### src/rtl/pipeline_ctrl_pkg.sv
// Shared types for the pipeline sequencer: controller state encoding and the
// per-stage {en, flush} control pair with its three common values.
package pipeline_ctrl_pkg;

   typedef enum logic [1:0] {
      RUN    = 2'd0,
      DWAIT  = 2'd1,
      DRAIN  = 2'd2,
      HALTED = 2'd3
   } ctrl_state_t;

   typedef struct packed {
      logic en;
      logic flush;
   } stage_ctrl_t;

   localparam stage_ctrl_t STG_HOLD   = '{en: 1'b0, flush: 1'b0};
   localparam stage_ctrl_t STG_ADV    = '{en: 1'b1, flush: 1'b0};
   localparam stage_ctrl_t STG_BUBBLE = '{en: 1'b1, flush: 1'b1};

endpackage

### src/rtl/sat_counter.sv
// Up-counter that sticks at all-ones instead of wrapping; clr wins over inc.
module sat_counter #(
   parameter int unsigned CNT_W = 32
) (
   input  logic             clk,
   input  logic             clr,
   input  logic             inc,
   output logic [CNT_W-1:0] count
);

   logic [CNT_W-1:0] count_q;
   logic [CNT_W-1:0] count_d;

   always_comb begin
      count_d = count_q;
      if (clr) begin
         count_d = '0;
      end else if (inc && (count_q != '1)) begin
         count_d = count_q + CNT_W'(1);
      end
   end

   always_ff @(posedge clk) begin
      count_q <= count_d;
   end

   assign count = count_q;

endmodule

### src/rtl/pipeline_ctrl.sv
// Per-stage enable/flush sequencer: resolves memory waits, branches, load-use
// stalls, jumps and fetch misses into latch controls, and drains on halt.
module pipeline_ctrl #(
   parameter int unsigned DRAIN_CYCLES = 2,
   parameter int unsigned CNT_W        = 32
) (
   input  logic             CLK,
   input  logic             RST,
   input  logic [1:0]       StallLW,
   input  logic             ihit,
   input  logic             dhit,
   input  logic             EXMEM_dREN,
   input  logic             EXMEM_dWEN,
   input  logic             branch_taken,
   input  logic             jump,
   input  logic             MEMWB_halt,
   output logic             PC_en,
   output logic             IFID_en,
   output logic             IDEX_en,
   output logic             EXMEM_en,
   output logic             MEMWB_en,
   output logic             IFID_flush,
   output logic             IDEX_flush,
   output logic             EXMEM_flush,
   output logic             MEMWB_flush,
   output logic             halt,
   output logic [CNT_W-1:0] cyc_cnt,
   output logic [CNT_W-1:0] stall_cnt,
   output logic [CNT_W-1:0] flush_cnt
);

   import pipeline_ctrl_pkg::*;

   localparam logic [3:0] DRAIN_LOAD = 4'(DRAIN_CYCLES - 1);

   ctrl_state_t state_q, state_d;
   logic [3:0]  drain_q, drain_d;
   logic        halt_q, halt_d;

   stage_ctrl_t ifid_c, idex_c, exmem_c, memwb_c;
   logic        pc_en;
   logic        data_wait;
   logic        active;

   assign data_wait = (EXMEM_dREN | EXMEM_dWEN) & ~dhit;
   assign active    = (state_q == RUN) || (state_q == DWAIT);

   always_comb begin
      state_d = state_q;
      drain_d = drain_q;
      pc_en   = 1'b0;
      ifid_c  = STG_HOLD;
      idex_c  = STG_HOLD;
      exmem_c = STG_HOLD;
      memwb_c = STG_HOLD;

      // Priority chain; reset forces every stage to hold with no bubble.
      if (!RST && active) begin
         if (data_wait) begin
            memwb_c = STG_BUBBLE;
         end else if (branch_taken) begin
            pc_en   = 1'b1;
            ifid_c  = STG_BUBBLE;
            idex_c  = STG_BUBBLE;
            exmem_c = STG_ADV;
            memwb_c = STG_ADV;
         end else if (StallLW != 2'b00) begin
            idex_c  = STG_BUBBLE;
            exmem_c = STG_ADV;
            memwb_c = STG_ADV;
         end else if (jump) begin
            pc_en   = ihit;
            ifid_c  = STG_BUBBLE;
            idex_c  = STG_ADV;
            exmem_c = STG_ADV;
            memwb_c = STG_ADV;
         end else if (!ihit) begin
            ifid_c  = STG_BUBBLE;
            idex_c  = STG_ADV;
            exmem_c = STG_ADV;
            memwb_c = STG_ADV;
         end else begin
            pc_en   = 1'b1;
            ifid_c  = STG_ADV;
            idex_c  = STG_ADV;
            exmem_c = STG_ADV;
            memwb_c = STG_ADV;
         end
      end

      case (state_q)
         RUN: begin
            if (MEMWB_halt) begin
               state_d = DRAIN;
               drain_d = DRAIN_LOAD;
            end else if (data_wait) begin
               state_d = DWAIT;
            end
         end
         DWAIT: begin
            if (dhit) state_d = RUN;
         end
         DRAIN: begin
            if (drain_q == 4'd0) state_d = HALTED;
            else                 drain_d = drain_q - 4'd1;
         end
         HALTED: begin
            state_d = HALTED;
         end
         default: state_d = RUN;
      endcase
   end

   assign halt_d = (state_d == HALTED);

   always_ff @(posedge CLK) begin
      if (RST) begin
         state_q <= RUN;
         drain_q <= 4'd0;
         halt_q  <= 1'b0;
      end else begin
         state_q <= state_d;
         drain_q <= drain_d;
         halt_q  <= halt_d;
      end
   end

   assign PC_en       = pc_en;
   assign IFID_en     = ifid_c.en;
   assign IDEX_en     = idex_c.en;
   assign EXMEM_en    = exmem_c.en;
   assign MEMWB_en    = memwb_c.en;
   assign IFID_flush  = ifid_c.flush  & ifid_c.en;
   assign IDEX_flush  = idex_c.flush  & idex_c.en;
   assign EXMEM_flush = exmem_c.flush & exmem_c.en;
   assign MEMWB_flush = memwb_c.flush & memwb_c.en;
   assign halt        = halt_q;

   sat_counter #(.CNT_W(CNT_W)) u_cyc_cnt (
      .clk   (CLK),
      .clr   (RST),
      .inc   (state_q != HALTED),
      .count (cyc_cnt)
   );

   sat_counter #(.CNT_W(CNT_W)) u_stall_cnt (
      .clk   (CLK),
      .clr   (RST),
      .inc   (active && !pc_en),
      .count (stall_cnt)
   );

   sat_counter #(.CNT_W(CNT_W)) u_flush_cnt (
      .clk   (CLK),
      .clr   (RST),
      .inc   (IFID_flush | IDEX_flush),
      .count (flush_cnt)
   );

endmodule

### config.mk
export PLATFORM = sky130hd
export DESIGN_NAME = pipeline_ctrl
export DESIGN_NICKNAME = d
export VERILOG_FILES = /design/src/rtl/pipeline_ctrl_pkg.sv /design/src/rtl/sat_counter.sv /design/src/rtl/pipeline_ctrl.sv
export SDC_FILE = /design/constraint.sdc
export NUM_CORES = 1
export LEC_CHECK = 0
export CORE_MARGIN = 2
export CORE_UTILIZATION = 50
export CTS_CLUSTER_DIAMETER = 60
export CTS_CLUSTER_SIZE = 12
export DETAILED_ROUTE_END_ITERATION = 7
export PLACE_DENSITY = 0.84
export SLEW_MARGIN = 30
export SYNTH_ARGS = -nofsm -noshare
export SYNTH_HDL_FRONTEND = slang
export SYNTH_SLANG_ARGS = --single-unit
### constraint.sdc
create_clock -name CLK -period 3.1 [get_ports CLK]
set_input_delay 0.93 -clock CLK [delete_from_list [all_inputs] [get_ports CLK]]
set_output_delay 0.93 -clock CLK [all_outputs]
set_load 0.1 [all_outputs]
Word-level counts from Yosys, hierarchy flattened --
Index checks and enable logic that the tools add are counted.
Operators by class: add/sub/neg operators 4, bitwise operators 8, muxes and demuxes 28, equal/unequal tests 10, reduce and logical (&&, ||, !) cells 13
Operators with widths (count):
- adder 32 x 1 -> 32 bit (second input constant) | 3
- inequality test 32 bit (second input constant) | 3
- two-way mux 2 bit | 13
- two-way mux 1 bit | 11
- two-way mux 4 bit | 2
- case mux 2 bit (4 select lines) | 1
- case mux 4 bit (2 select lines) | 1
- equality test 2 bit (second input constant) | 3
- inequality test 2 bit (second input constant) | 3
- AND 1 bit | 5
- logical AND 1 bit | 5
- zero test 4 bit | 1
- nonzero test 2 bit | 2
- subtractor 4 x 1 -> 4 bit (second input constant) | 1
- AND reduction 3 bit | 1
- equality test 2 x 1 -> 1 bit (second input constant) | 1
- zero test 1 bit | 2
- zero test 2 bit | 1
- OR 1 bit | 2
- logical OR 1 bit | 1
- inverter 1 bit | 1
Storage, ports and cells: flip-flop bits (word level) 103, input bits 11, word-level logic and storage cells 69, output and inout bits 106

Logic depth before layout (Yosys ltp) --
depth after elaboration 9, gate-level depth with buffers 8, mapped depth without buffers 6

Modules after synthesis --
From an unflattened synthesis, not the netlist that was laid out.
Second synthesis, totals: cells, all modules 658, area, all modules 5500.3 µm²
Modules (own cells, without submodules):
- sat_counter | area each 1674.1 µm², seq. area each 640.6 µm², times used 3, cells each 199
- pipeline_ctrl | area each 478.0 µm², seq. area each 140.1 µm², times used 1, cells each 61

Worst setup path after synthesis --
Ideal clock, no wire load.
path type input to output, from in RST, to out IFID_flush, data required time 2170 ps, stages 4, slack -3122 ps, buffers on the path 1, arrival 5292 ps, path through clkbuf_1 > nor3_1 > o21ai_0 > nor2_1
On the way: longest elaborated chain between the ends 4
RTL lines:
- from (decl) | line pipeline_ctrl.sv:8 | input logic RST,
- zero test 1 bit | line pipeline_ctrl.sv:58 | if (!RST && active) begin
- logical AND 1 bit | line pipeline_ctrl.sv:58
- two-way mux 2 bit | line pipeline_ctrl.sv:58
- AND 1 bit | line pipeline_ctrl.sv:133 | assign IFID_flush = ifid_c.flush & ifid_c.en;
- to (decl) | line pipeline_ctrl.sv:22 | output logic IFID_flush,
No other way between the ends.

Worst setup path in the final report --
from in StallLW[1], to out IDEX_flush
On the way: longest elaborated chain between the ends 6
RTL lines:
- from (decl) | line pipeline_ctrl.sv:9 | input logic [1:0] StallLW,
- nonzero test 2 bit | line pipeline_ctrl.sv:67 | end else if (StallLW != 2'b00) begin
- two-way mux 1 bit | line pipeline_ctrl.sv:67
- two-way mux 1 bit | line pipeline_ctrl.sv:61 | end else if (branch_taken) begin
- two-way mux 2 bit | line pipeline_ctrl.sv:59 | if (data_wait) begin
- two-way mux 2 bit | line pipeline_ctrl.sv:58
- AND 1 bit | line pipeline_ctrl.sv:134 | assign IDEX_flush = idex_c.flush & idex_c.en;
- to (decl) | line pipeline_ctrl.sv:23 | output logic IDEX_flush,
No other way between the ends.

==> results.md <==
- Tcrit/Tclk final: 98.4%
- Post-route insts no fill: ~900
- Cell taking the most area after synthesis: dfxtp_1
- ANT cells: 0
- Final nets: 772
- CTS Hold Bufs: 0
- Layout filler cell count: roughly 900
- CTS tree: built
- Most frequent cells in the layout: buf_4 (118), dfxtp_1 (103), a21oi_1 (59), nor2_1 (50), nand2_1 (40)
- Total power: roughly 2.6 mW
- Hold Fails Final Rpt: 0
- Synth cell types: 70
- CP Capture Type: output pin
- 1st-iter DRT viols: roughly 310
- Sink Count: about 100
- Routed wire length: ~14 mm
- CP startpoint kind: input pin
- Total grt overflow: 0
- Routability cong.: just over 0.9
- Post-Syn Area per Cell: 8.48 um^2
- Worst skew pair latency: 370 ps
- Status: finished clean
- Ys async rst share: 0%
- Largest net degree at the start of global routing: between 50 and 60
- Post-synth EDFFs: 0
- Min Tclk post-route: about 3100 ps
- Most common cell after layout, fill and taps aside: buf_4
- Root Buffer: clkbuf_8
- DIE AREA: between 10000 and 15000 um^2
- Sw Ratio: about 28%
- Reg clk slew, reported paths: roughly 90 ps
- Synth Warn #: 0
- Peak fanout along the critical path: 4
- WHS: approximately 500 ps
- First-pass GRT wire length: 23.0 mm
- DP Worst Slack: -114 ps
- Max H-tree Level: 3
- Placed Cells: 886
- Syn Nets: between 600 and 700
- Net Sw Power: 0.746 mW
- Vias: about 5.6k
- FMAX: between 0.3 and 0.4 GHz
- Sequential area share after synthesis: a little under two fifths
- CP arrival: roughly 2100 ps
- Die Height: 109 um
- Worst EP required: approximately 2200 ps
- Routed Antenna Nets: 0
- Vias/cell: approximately 6.2
- Gate power share: between 10% and 20%
- Reg power frac: 52.4%
- DRC violations left: 0
- Port Buf Inserts: around 120
- Final setup fails: 0
- Synth top area cells: dfxtp_1 (37%), a21oi_1 (5.4%), or4_1 (4.6%)
- Slew headroom: 37.6%
- Lkg Pwr: roughly 2.5 nW
- Final TNS setup: 0 ps
- Routed length per instance: between 15 and 20 um
- Initial antenna violation count: 0
- DRT Pass-1 Iters: 7
- Critical path class: in2out
- Clk_skew: 7.06 ps
- Synth Register Bits: between 100 and 150
- Max VDD drop: 254 uV
- Worst hold-check path type: reg2reg
- DP Wirelength: between 10 and 15 mm
- Die width: approximately 110 um
- Site Rows: 38
- CTS Buf Count: 9
- Yosys top cell area share: ~37%
- Fin worst setup slack: 48.4 ps
- Longest Clk Path Bufs: 2
- Gate Count Post-Synth: between 600 and 700
- Number of global-route vias before repair: between 4k and 5k
- PD cells: 380 nW/um^2
- Syn Std Cell Area: around 5500 um^2
- Final Max Tran Viols: 0
- Top FF cell, synth: dfxtp_1
- Core ar.: approximately 11000 um^2
- Worst slew pin tran: about 940 ps
- Total Routing Usage GR: 23.8%
- Clock share of power: 32.9%
- Starting Density: 51.0%
- RSZ-0062 raised after global routing: no
- Synth-to-Final Area Change: 25.4%
- Fraction of layout cells with a size suffix above 1: between 20% and 30%
- Cell Int Power: approximately 1.9 mW
- Maxcap violations: 0
- IO Count: roughly 120
[area by class of cell]
cell class	count	area [um^2]	area share, %
clock buffers	12	155	2.25
repair buffers	136	1150	16.7
inverters	18	67.6	0.978
clock inverters	3	42.5	0.616
flip-flops and latches	103	2060	29.9
multi-input cells	489	3250	47.1
well taps	140	175	2.54
[path summary, 6_finish.rpt]
kind	startpoint	end	slack, ps	cells past startpoint
worst max-delay path	StallLW[1]	IDEX_flush	50	4
worst min-delay path	u_stall_cnt.count[20]	u_stall_cnt.count[20]	500	2
worst max register to register	u_cyc_cnt.count[0]	u_cyc_cnt.count[28]	590	6
worst min register to register	u_stall_cnt.count[20]	u_stall_cnt.count[20]	500	2
[sequential cells by signal (all words and copies together), names as in the netlist]
register,count
drain_q,4
u_cyc_cnt.count,32
state_q,2
u_flush_cnt.count,32
u_stall_cnt.count,32
halt,1
[power by group through the flow]
stage          Sequential (mW)  Clock (mW)  Combinational (mW)
4_1_cts                   1.37       0.886               0.384
3_3_place_gp              1.40           0               0.374
3_5_place_dp              1.40           0               0.384
2_1_floorplan             1.48           0               0.196
5_1_grt                   1.38       0.935               0.406
6_report                  1.37       0.864               0.385
[kinds of logic after synthesis]
| family | Yosys count | share of synthesized area (%) |
|---|---|---|
| buffers and inverters | 57 | 4.54 |
| AOI/OAI and AO/OA | 159 | 19.2 |
| xor gates and xnor gates | 23 | 3.66 |
| and+or+nand+nor | 288 | 31.4 |
| other | 1 | 0.0681 |
| DFF | 103 | 37.4 |
| adders and majority gates | 4 | 0.909 |
| muxes | 14 | 2.77 |
[Yosys cell counts, types with 3 or more instances]
cell and instances:
nor4_1 8, o31ai_1 30, o21ai_0 25, and4_1 20, a2111oi_2 4, mux2_2 10
or3_2 3, clkbuf_1 18, nor2_1 53, nor3b_1 4, a21oi_1 59, inv_1 17
dfxtp_1 103, a211oi_1 8, xnor2_1 22, or3_1 18, nor3_1 4, mux2i_1 4
nand4_1 27, nand3_1 31, ha_1 4, buf_2 14, or4_1 34, nor2b_1 11
and3_1 10, a31o_2 4, o211ai_1 6, buf_4 5, nor4b_2 3, nand2_1 40
[per-layer routing]
| metal | up-vias | GRT usage [%] | part of all wire, % |
|---|---|---|---|
| met4 | 0 | 8.79 | 1.7 |
| li1 | 2682 | - | - |
| met3 | 20 | 2.99 | 5.3 |
| met5 | - | 0 | 0 |
| met1 | 2677 | 31.7 | 43 |
| met2 | 178 | 39.4 | 50 |
[stage by stage]
step / util [%] / area [um^2]
finish: 64.0 / 6910
detailed placement: 62.1 / 6710
global route: 64.0 / 6910
floorplan: - / 5560
global placement: 62.1 / 6710
CTS: 63.9 / 6900
[critical path, cell delays in order]
cell and delay, ps:
clkdlybuf4s50_1 440, or2_2 350, o21a_2 230, buf_12 170
[timing repair]
action | 4_1_cts | 5_1_grt
pin swaps | 2 | 0
setup endpoints to repair | 6 | 1
buffers inserted | 0 | 0
gates resized for setup | 3 | 1
Power figures use the tool's default switching activity.
